File: src/rtl/gray_step_monitor.sv
// Gray-coded step monitor: decodes each sample, classifies the step against the
// previous one, and tracks lock. Optional error counter: GRAY_STEP_MON_ERR_CNT_EN.
module gray_step_monitor #(
   parameter int WIDTH     = 4,
   parameter int LOCK_N    = 3,
   parameter int ERR_CNT_W = 8
) (
   input  logic                 clk,
   input  logic                 reset,
   input  logic [WIDTH-1:0]     gray_in,
   input  logic                 valid_in,
   output logic [WIDTH-1:0]     bin_out,
   output logic                 bin_valid,
   output logic                 dir_up,
   output logic                 step_err,
   output logic                 wrap_pulse,
   output logic                 locked,
   output logic [ERR_CNT_W-1:0] err_count
);

   typedef enum logic [1:0] {
      EMPTY  = 2'd0,
      TRACK  = 2'd1,
      RESYNC = 2'd2
   } state_t;

   localparam logic [WIDTH-1:0] ONE_V  = WIDTH'(1);
   localparam logic [WIDTH-1:0] ZERO_V = '0;
   localparam logic [WIDTH-1:0] MAX_V  = '1;
   localparam logic [3:0]       LOCK_V = 4'(LOCK_N);

   function automatic logic [WIDTH-1:0] gray2bin(input logic [WIDTH-1:0] g);
      logic [WIDTH-1:0] b;
      b[WIDTH-1] = g[WIDTH-1];
      for (int i = WIDTH - 2; i >= 0; i--) begin
         b[i] = b[i+1] ^ g[i];
      end
      return b;
   endfunction

   state_t           state_r, state_s;
   logic [WIDTH-1:0] b_ref_r, ref_s;
   logic [3:0]       good_cnt_r, good_s;
   logic [WIDTH-1:0] bin_new_s, diff_s;
   logic             is_up_s, is_dn_s, is_hold_s;
   logic             dir_s, err_s, wrap_s, bv_s;

   assign bin_new_s = gray2bin(gray_in);
   assign diff_s    = bin_new_s - b_ref_r;
   assign is_hold_s = (diff_s == ZERO_V);
   assign is_up_s   = (diff_s == ONE_V);
   assign is_dn_s   = (diff_s == MAX_V);
   assign bin_out   = b_ref_r;

   // Next-state and next-output decode for one accepted sample.
   always_comb begin
      state_s = state_r;
      ref_s   = b_ref_r;
      good_s  = good_cnt_r;
      dir_s   = dir_up;
      err_s   = 1'b0;
      wrap_s  = 1'b0;
      bv_s    = 1'b0;
      if (valid_in) begin
         bv_s = 1'b1;
         case (state_r)
            EMPTY: begin
               ref_s   = bin_new_s;
               state_s = TRACK;
            end
            TRACK: begin
               if (is_up_s || is_dn_s) begin
                  ref_s  = bin_new_s;
                  dir_s  = is_up_s;
                  wrap_s = (is_up_s && (b_ref_r == MAX_V)) || (is_dn_s && (b_ref_r == ZERO_V));
               end else if (is_hold_s) begin
                  ref_s = b_ref_r;
               end else begin
                  ref_s   = bin_new_s;
                  err_s   = 1'b1;
                  good_s  = 4'd0;
                  state_s = RESYNC;
               end
            end
            RESYNC: begin
               ref_s = bin_new_s;
               if (is_up_s || is_dn_s) begin
                  dir_s  = is_up_s;
                  wrap_s = (is_up_s && (b_ref_r == MAX_V)) || (is_dn_s && (b_ref_r == ZERO_V));
                  good_s = good_cnt_r + 4'd1;
                  if (good_s >= LOCK_V) begin
                     state_s = TRACK;
                  end else begin
                     state_s = RESYNC;
                  end
               end else if (is_hold_s) begin
                  good_s = good_cnt_r;
               end else begin
                  err_s  = 1'b1;
                  good_s = 4'd0;
               end
            end
            default: begin
               state_s = EMPTY;
            end
         endcase
      end else begin
         bv_s = 1'b0;
      end
   end

   // State, reference and registered outputs.
   always_ff @(posedge clk) begin
      if (!reset) begin
         state_r    <= EMPTY;
         b_ref_r    <= '0;
         good_cnt_r <= 4'd0;
         bin_valid  <= 1'b0;
         dir_up     <= 1'b0;
         step_err   <= 1'b0;
         wrap_pulse <= 1'b0;
         locked     <= 1'b0;
      end else begin
         state_r    <= state_s;
         b_ref_r    <= ref_s;
         good_cnt_r <= good_s;
         bin_valid  <= bv_s;
         dir_up     <= dir_s;
         step_err   <= err_s;
         wrap_pulse <= wrap_s;
         locked     <= (state_s == TRACK);
      end
   end

`ifdef GRAY_STEP_MON_ERR_CNT_EN
   // Saturating count of detected illegal steps.
   always_ff @(posedge clk) begin
      if (!reset) begin
         err_count <= '0;
      end else if (err_s && (err_count != {ERR_CNT_W{1'b1}})) begin
         err_count <= err_count + ERR_CNT_W'(1);
      end else begin
         err_count <= err_count;
      end
   end
`else
   assign err_count = '0;
`endif

endmodule

File: config.mk
export PLATFORM = sky130hd
export DESIGN_NAME = gray_step_monitor
export DESIGN_NICKNAME = d
export VERILOG_FILES = /design/src/rtl/gray_step_monitor.sv
export SDC_FILE = /design/constraint.sdc
export NUM_CORES = 1
export LEC_CHECK = 0
export ABC_AREA = 0
export BUFFER_PORTS_ARGS = -buffer_cell sky130_fd_sc_hd__buf_4
export CORE_MARGIN = 2
export CORE_UTILIZATION = 50
export CTS_BUF_LIST = sky130_fd_sc_hd__clkbuf_8
export CTS_CLUSTER_DIAMETER = 100
export DETAILED_ROUTE_END_ITERATION = 10
export PLACE_DENSITY_LB_ADDON = 0.08
export SYNTH_ARGS = -nofsm -noshare
export SYNTH_HDL_FRONTEND = slang
export SYNTH_SLANG_ARGS = --single-unit
export TNS_END_PERCENT = 5
File: constraint.sdc
create_clock -name clk -period 3.3 [get_ports clk]
set_clock_uncertainty 0.1 [all_clocks]
set_input_delay 0.165 -clock clk [delete_from_list [all_inputs] [get_ports clk]]
set_output_delay 0.165 -clock clk [all_outputs]
set_load 0.005 [all_outputs]
==> flow_summary.yaml, run 1 <==
outcome:
  status: "finished clean"
layout:
  syn2layout_area_growth_pct: 16.19
  finalNetCount: 163
  n_antenna_cell: 0
  fill_cells: 186
  drive_above_1_share_pct: 22.07
  final_cells: 172
clock_network:
  ctsResizeCount: 0
  path_clk_slew_ns: 0.06
  cts.path.max_buffers: 2
  clock_latency_ns: 0.25
  clock-sinks: 15
  cts_hold_buf: 0
  cts_setup_buffers: 0
  cts_root_buf: "clkbuf_8"
  ctsHtreeMaxLevel: 1
  cts_tree: "done"
  cts_buffers: 3
routing:
  wl_per_cell_um: 13.30
  antenna_left: 0
  vias: 947
  dr.pass1.iters: 4
  viasPerCell: 5.506
  drt-initial-drc-count: 9
  drc: 0
  wirelength_um: 2287
place:
  dp_hpwl_um: 1744
  globalplace.congestion: 0.8361
  dp.cells: 168
  port_buffers: 15
  place_ws_ns: 0.08006
synthesis:
  synth-edff-count: 0
  netlist_area_mm2: 0.001090
  synth_seq_cells: 15
  syn_inst: 125
  synth_flop_cell: "dfxtp_1"
  netlist.area_leader.share_pct: 27.55
  synth_top_area_cell: "dfxtp_1"
  synthDistinctLibCells: 47
  avgSynthCellArea_um2: 8.718
  post-synth-top-count-cell: "dfxtp_1"
  ys_top_cells_by_area: "dfxtp_1, ha_1, buf_4, inv_1, mux2i_1"
  yosysSeqAreaShare_pct: 27.55
  ys_top_cells_by_count: "dfxtp_1, inv_1, ha_1"
  synth-async-reset-ratio_pct: 0
  yosys_warnings: 0
timing:
  setup-violations-final: 0
  rsz0062_at_grt: "false"
  setup_slack_ns: 0.3180
  maxSlewViolCount: 0
  finalHoldViolCount: 0
  tightest_slew_ns: 0.6192
  fin_setup_tns_ns: 0
  finalCriticalPeriod_ns: 2.982
  fmax_mhz: 335.3
  slew_headroom_pct: 58.28
  timing.final.crit_share_pct: 90.36
die:
  boundaryPins: 24
  dieArea_mm2: 0.002569
  die_y_um: 50.69
  core_mm2: 0.002002
  rows: 16
  fp.dieW_um: 50.69
  start_util_pct: 54.44
critical_path:
  cp_data_arrival_time_ns: 3.02
  r2r-start: "bin_out[1]$_SDFFE_PN0P_"
  critical_path_class: "in2reg"
  endpoint_kind: "register"
  ff2ff_path_depth: 8
  r2r-end: "good_cnt_r[2]$_SDFFE_PN0P_"
  startpoint: "gray_in[3]"
  crit_end: "good_cnt_r[3]$_SDFFE_PN0P_"
  cp_data_required_time_ns: 3.34
  r2r_setup_slack_ns: 0.45
  worst_setup_path_start_kind: "input port"
  cp_max_fo: 6
grt:
  gr-usage-all-layers_pct: 20.44
  antenna_found_initial: 0
  grt_pass1_vias: 904
  grt_use_met1_pct: 24.77
  grt_use_met3_pct: 6.548
  grt_max_degree: 11
  grt_most_used_layer: "met2"
  grt_util_met2_pct: 33.77
  overflow: 0
  grt_pass1_wl_um: 3960
power:
  power_leakage_nw: 0.5823
  powerDensity_mw_per_mm2: 435.6
  peakVddDrop_uv: 364.0
worst_hold_path:
  hp-class: "in2reg"
run:
  maxCapViolCount: 0
## critical path, stage by stage
cell	delay, ns
buf_4	0.12
xor2_1	0.22
xnor2_1	0.17
inv_1	0.10
xnor2_1	0.15
ha_1	0.22
fa_1	0.38
xor2_1	0.21
nor3_1	0.10
and3_1	0.27
buf_4	0.17
o21ai_0	0.37
nor3_1	0.10
a211o_1	0.27
## cell usage in the layout, fill, tap and decap left out, drive strengths merged, types with 2 or more instances in the layout
master and n:
buf 20, dfxtp 15, inv 11, ha 9
conb 8, nand2 6, nor2 6, o21ai 5
nor3 5, and2 4, xnor2 3, a21oi 3
a31oi 3, mux2i 3, nor2b 3, nand4 3
nand3 3, clkbuf 3, xor2 2, and3 2
nor3b 2, nand3b 2, nor4 2, or3 2
a211oi 2, a211o 2
## through the flow
step                      total power [mW]  utilization, %  cell area, um2  hold WS, ns
after floorplan                     0.3530               -            1116       0.2345
after CTS                           0.5572           63.25            1266       0.1101
final                               0.5515           63.25            1266       0.1108
after detailed placement            0.4078           61.00            1221       0.3694
after global placement              0.4034           61.00            1221       0.3570
after global routing                0.5902           63.25            1266       0.1286
## logic make-up after synthesis
kind of cell	share of synthesized area (%)
multiplexers	3.789
buffers and inverters	10.68
adder cells (fa/ha/maj)	12.17
other	0.3441
XOR/XNOR	4.019
flip-flops	27.55
AO/OA/AOI/OAI	19.40
AND/OR/NAND/NOR	22.04
## state kept, by name (all words and copies together) (netlist names)
| name | count |
|---|---|
| bin_out | 4 |
| locked | 1 |
| dir_up | 1 |
| good_cnt_r | 4 |
| state_r | 2 |
| bin_valid | 1 |
| step_err | 1 |
| wrap_pulse | 1 |
## power by group
| group | switching, mW | leakage, nW | internal, mW | total [mW] |
|---|---|---|---|---|
| Sequential | 0.0134 | 0.122 | 0.193 | 0.207 |
| Combinational | 0.111 | 0.433 | 0.0903 | 0.201 |
| Clock | 0.0614 | 0.0269 | 0.0823 | 0.144 |
## per-layer routing
| layer | part of all wire (%) | up-vias |
|---|---|---|
| li1 | - | 475 |
| met1 | 47 | 441 |
| met2 | 46 | 26 |
| met3 | 5.3 | 5 |
| met4 | 1.1 | 0 |
| met5 | 0 | - |
## area by class of cell
| class | instances | area, um2 | share of cell area [%] |
|---|---|---|---|
| Multi-Input combinational cell | 96 | 699.4 | 55.24 |
| Sequential cell | 15 | 300.3 | 23.72 |
| Timing Repair Buffer | 20 | 150.1 | 11.86 |
| Clock buffer | 3 | 41.29 | 3.261 |
| Inverter | 10 | 37.54 | 2.964 |
| Tap cell | 27 | 33.78 | 2.668 |
| Clock inverter | 1 | 3.754 | 0.2964 |
## how the worst min path moves through the flow
stage	startpoint	end	slack, ns	cells past startpoint
floorplan	gray_in[3]	bin_out[3]$_SDFFE_PN0P_	0.23	2
global placement	gray_in[3]	bin_out[3]$_SDFFE_PN0P_	0.36	3
detailed placement	valid_in	bin_valid$_SDFF_PN0_	0.37	3
CTS	valid_in	bin_valid$_SDFF_PN0_	0.11	3
global route	reset	bin_out[0]$_SDFFE_PN0P_	0.13	2
finish	valid_in	bin_valid$_SDFF_PN0_	0.11	3
No activity file was read; power rests on OpenSTA's default activity.
==> inputs of run 2 (changes only) <==
- CORE_MARGIN: 2 -> 3
==> flow_summary.yaml, run 2 (synthesized netlist as in run 1, its figures left out) <==
timing:
  setup_slack_ns: 0.3264
  finalHoldViolCount: 0
  fmax_mhz: 336.3
  holdWs_ns: 0.1105
  fin_setup_tns_ns: 0
  timing.final.crit_share_pct: 90.11
  rsz0062_at_grt: "false"
  maxSlewViolCount: 0
  slew_headroom_pct: 60.10
  finalCriticalPeriod_ns: 2.974
  setup-violations-final: 0
  tightest_slew_ns: 0.5923
critical_path:
  cp_data_arrival_time_ns: 3.02
  crit_path_cell_trace: "buf_4 -> xor2_1 -> xnor2_1 -> inv_1 -> xnor2_1 -> ha_1 -> fa_1 -> xor2_1 -> nand2_1 -> a211o_2 -> a41oi_1 -> or3b_1 -> and2_2"
  critical_path_class: "in2reg"
  cp_max_fo: 5
  r2r_setup_slack_ns: 0.47
  r2r-end: "state_r[1]$_SDFF_PN0_"
  cp_data_required_time_ns: 3.35
  critical_path.max_stage_delay_ns: 0.38
  endpoint_kind: "register"
  worst_setup_path_start_kind: "input port"
  ff2ff_path_depth: 8
  cp_slowest_cell: "fa_1"
  r2r-start: "bin_out[1]$_SDFFE_PN0P_"
die:
  rows: 16
  die_y_um: 52.69
  dieArea_mm2: 0.002776
  core_mm2: 0.002022
  start_util_pct: 53.90
  boundaryPins: 24
  fp.dieW_um: 52.69
clock_network:
  ctsHtreeMaxLevel: 1
  clock-sinks: 15
  cts_setup_buffers: 0
  path_clk_slew_ns: 0.07
  cts_hold_buf: 0
  ctsResizeCount: 0
  cts.path.max_buffers: 2
  clock_latency_ns: 0.25
  cts_buffers: 3
  cts_root_buf: "clkbuf_8"
  cts_tree: "done"
routing:
  viasPerCell: 5.661
  dr_wl_met2_um: 1126
  wl_met1_um: 1014
  antenna_left: 0
  drc: 0
  dr.pass1.iters: 4
  wl_per_cell_um: 13.33
  wl_met3_um: 121
  highest_layer: "met4"
  vias: 968
  drt-initial-drc-count: 20
  wirelength_um: 2279
layout:
  drive_above_1_share_pct: 22.22
  final_common_cell: "buf_4"
  finalNetCount: 162
  layout_common_cells: "buf_4, dfxtp_1, inv_1"
  syn2layout_area_growth_pct: 15.61
  n_antenna_cell: 0
  fill_cells: 190
  design_area_mm2: 0.001260
place:
  dp_hpwl_um: 1675
  place_ws_ns: 0.1052
  globalplace.congestion: 0.8661
  placed_area_mm2: 0.001214
  port_buffers: 15
grt:
  overflow: 0
  grt_pass1_vias: 887
  gr-usage-all-layers_pct: 18.71
  grt_pass1_wl_um: 3919
  grt_max_degree: 11
  antenna_found_initial: 0
power:
  power_leakage_nw: 0.5756
  peakVddDrop_uv: 352.8
  powerDensity_mw_per_mm2: 444.2
  finalPower_mw: 0.5596
worst_hold_path:
  hold_depth: 2
  hold_end: "bin_out[1]$_SDFFE_PN0P_"
  hp-class: "in2reg"
  min-delay-start: "reset"
run:
  maxCapViolCount: 0
outcome:
  status: "finished clean"
==> run 2: layer usage <==
layer,track usage (%),vias to the layer above
met5,0,-
met4,5.106,0
met1,25.26,454
met3,3.419,4
li1,-,477
met2,30.17,33
==> run 2: stage by stage <==
stage | cells | util (%)
floorplan | 132 | -
global placement | 167 | 60.02
detailed placement | 167 | 60.02
CTS | 171 | 62.31
global route | 171 | 62.31
finish | 171 | 62.31
==> run 2: power breakdown <==
part	switching [mW]	internal (mW)	leakage, nW
Combinational	0.112	0.0882	0.428
Sequential	0.0132	0.193	0.122
Clock	0.0699	0.0837	0.0255
==> run 2: worst max-delay path by stage <==
| stage | depth (start not counted) | endpoint | slack [ns] | start |
|---|---|---|---|---|
| finish | 13 | state_r[1]$_SDFF_PN0_ | 0.33 | gray_in[3] |
| global route | 12 | locked$_SDFF_PN0_ | 0.04 | gray_in[3] |
| CTS | 13 | locked$_SDFF_PN0_ | 0.34 | gray_in[3] |
| detailed placement | 13 | state_r[1]$_SDFF_PN0_ | 0.11 | gray_in[3] |
| global placement | 13 | locked$_SDFF_PN0_ | 0.14 | gray_in[3] |
| floorplan | 13 | state_r[1]$_SDFF_PN0_ | 0.29 | gray_in[3] |
==> run 2: final cells by class <==
| class | instances | area (um2) | area share (%) |
|---|---|---|---|
| Clock buffer | 3 | 41.29 | 3.277 |
| Clock inverter | 1 | 5.005 | 0.3972 |
| Inverter | 10 | 37.54 | 2.979 |
| Multi-Input combinational cell | 96 | 699.4 | 55.51 |
| Sequential cell | 15 | 300.3 | 23.83 |
| Tap cell | 27 | 33.78 | 2.681 |
| Timing Repair Buffer | 19 | 142.6 | 11.32 |
==> run 2: worst max-delay path: cells and delay by family <==
family / cells / cell delay [ns]
buffers and inverters: 2 / 0.22
adder cells (fa/ha/maj): 2 / 0.60
AO/OA/AOI/OAI: 2 / 0.54
XOR/XNOR: 4 / 0.74
AND/OR/NAND/NOR: 3 / 0.76
==> inputs of run 3 (changes only) <==
- BUFFER_PORTS_ARGS: -buffer_cell sky130_fd_sc_hd__buf_4 -> not set
- DONT_BUFFER_PORTS: not set -> 1
==> flow_summary.yaml, run 3 (synthesized netlist as in run 1, its figures left out) <==
outcome:
  status: "finished clean"
clock_network:
  path_clk_slew_ns: 0.06
  cts_root_buf: "clkbuf_8"
  clock-sinks: 15
  cts_tree: "done"
  cts_buffers: 3
  ctsHtreeMaxLevel: 1
  ctsResizeCount: 0
  cts.path.max_buffers: 2
  clock_latency_ns: 0.25
timing:
  slew_headroom_pct: 60.48
  maxSlewViolCount: 0
  tightest_slew_ns: 0.5866
  timing.final.crit_share_pct: 86.95
  fmax_mhz: 348.5
  rsz0062_at_grt: "false"
  finalHoldViolCount: 0
  fin_setup_tns_ns: 0
  setup-violations-final: 0
  holdWs_ns: 0.09416
  finalCriticalPeriod_ns: 2.869
die:
  rows: 16
  core_mm2: 0.002022
  dieArea_mm2: 0.002776
  fp.dieW_um: 52.69
  die_y_um: 52.69
  start_util_pct: 53.90
  boundaryPins: 24
layout:
  layout_common_cells: "dfxtp_1, inv_1, ha_1"
  seqCellArea_um2: 300.3
  final_common_cell: "dfxtp_1"
  drive_above_1_share_pct: 12.12
  multiInputGateArea_um2: 699.4
  syn2layout_area_growth_pct: 7.922
  fill_cells: 178
  final_cells: 159
  finalNetCount: 150
  n_antenna_cell: 0
critical_path:
  critical_path_class: "in2reg"
  cp_data_required_time_ns: 3.34
  crit_end: "state_r[1]$_SDFF_PN0_"
  r2r-end: "state_r[1]$_SDFF_PN0_"
  r2r-start: "bin_out[2]$_SDFFE_PN0P_"
  worst_setup_path_start_kind: "input port"
  cp_data_arrival_time_ns: 2.91
  ff2ff_path_depth: 8
  cp_max_fo: 7
  r2r_setup_slack_ns: 0.47
  endpoint_kind: "register"
  startpoint: "gray_in[3]"
routing:
  drt-initial-drc-count: 23
  dr.pass1.iters: 4
  drc: 0
  wl_per_cell_um: 13.55
  viasPerCell: 5.358
  wirelength_um: 2154
  antenna_left: 0
  vias: 852
grt:
  grt_pass1_vias: 783
  gr-usage-all-layers_pct: 17.65
  grt_max_degree: 10
  overflow: 0
  grt_pass1_wl_um: 3636
  antenna_found_initial: 0
place:
  port_buffers: 0
  dp.cells: 152
  globalplace.congestion: 0.8442
  dp_hpwl_um: 1560
worst_hold_path:
  min-delay-start: "reset"
  hp-class: "in2reg"
  hold_depth: 3
power:
  power_leakage_nw: 0.5127
  p_comb_share_pct: 33.6
  peakVddDrop_uv: 374.7
  p_clk_share_pct: 27.3
  powerDensity_mw_per_mm2: 452.1
  swShare_pct: 33.43
  power.share.sequential_pct: 39.1
  internal_power_mw: 0.3540
  p_switching_mw: 0.1778
run:
  maxCapViolCount: 0
[run 3: layout make-up]
cell class,count,share of cell area [%]
tap,27,2.872
clock inverter,1,0.3191
sequential,15,25.53
inverter,10,3.191
clock buffer,3,3.511
multi-input combinational,96,59.47
timing repair buffer,7,5.106
[run 3: power by group through the flow]
stage	Clock (mW)	Combinational, mW	Sequential, mW
floorplan	0	0.145	0.208
global placement	0	0.173	0.212
detailed placement	0	0.171	0.212
CTS	0.154	0.177	0.208
global route	0.163	0.204	0.210
finish	0.145	0.179	0.208
[run 3: how the worst min path moves through the flow]
stage	end
after floorplan	bin_out[3]$_SDFFE_PN0P_
after global placement	dir_up$_SDFFE_PN0P_
after detailed placement	bin_out[1]$_SDFFE_PN0P_
after CTS	good_cnt_r[1]$_SDFFE_PN0P_
after global routing	good_cnt_r[1]$_SDFFE_PN0P_
final	good_cnt_r[1]$_SDFFE_PN0P_
[run 3: critical path, cell delays in order]
cell and delay (ns):
xor2_1 0.26, xnor2_1 0.18, inv_1 0.10, xnor2_1 0.20
ha_1 0.22, and3b_1 0.20, o21ai_0 0.49, a211oi_2 0.23
o2111a_1 0.28, or3b_1 0.38, and2_2 0.20
[run 3: per-stage QoR]
step | util, % | power (mW) | area [um2] | worst slack, ns
floorplan | - | 0.3530 | 1116 | 0.2854
global placement | 54.46 | 0.3856 | 1101 | 0.2341
detailed placement | 54.46 | 0.3829 | 1101 | 0.1953
CTS | 58.17 | 0.5385 | 1176 | 0.4430
global route | 58.17 | 0.5763 | 1176 | 0.1116
finish | 58.17 | 0.5318 | 1176 | 0.4306
[run 3: layer usage]
metal	part of all wire, %	vias up	GRT usage, %
met5	0	-	0
met4	0	0	3.830
met3	4.5	0	6.268
met2	46	19	27.89
met1	50	385	22.85
li1	-	448	-
[run 3: what timing repair did]
| item | in CTS | in global routing |
|---|---|---|
| hold buffers | 3 | 0 |
| endpoints found under the hold margin | 10 | 0 |
| setup buffers | 0 | 0 |
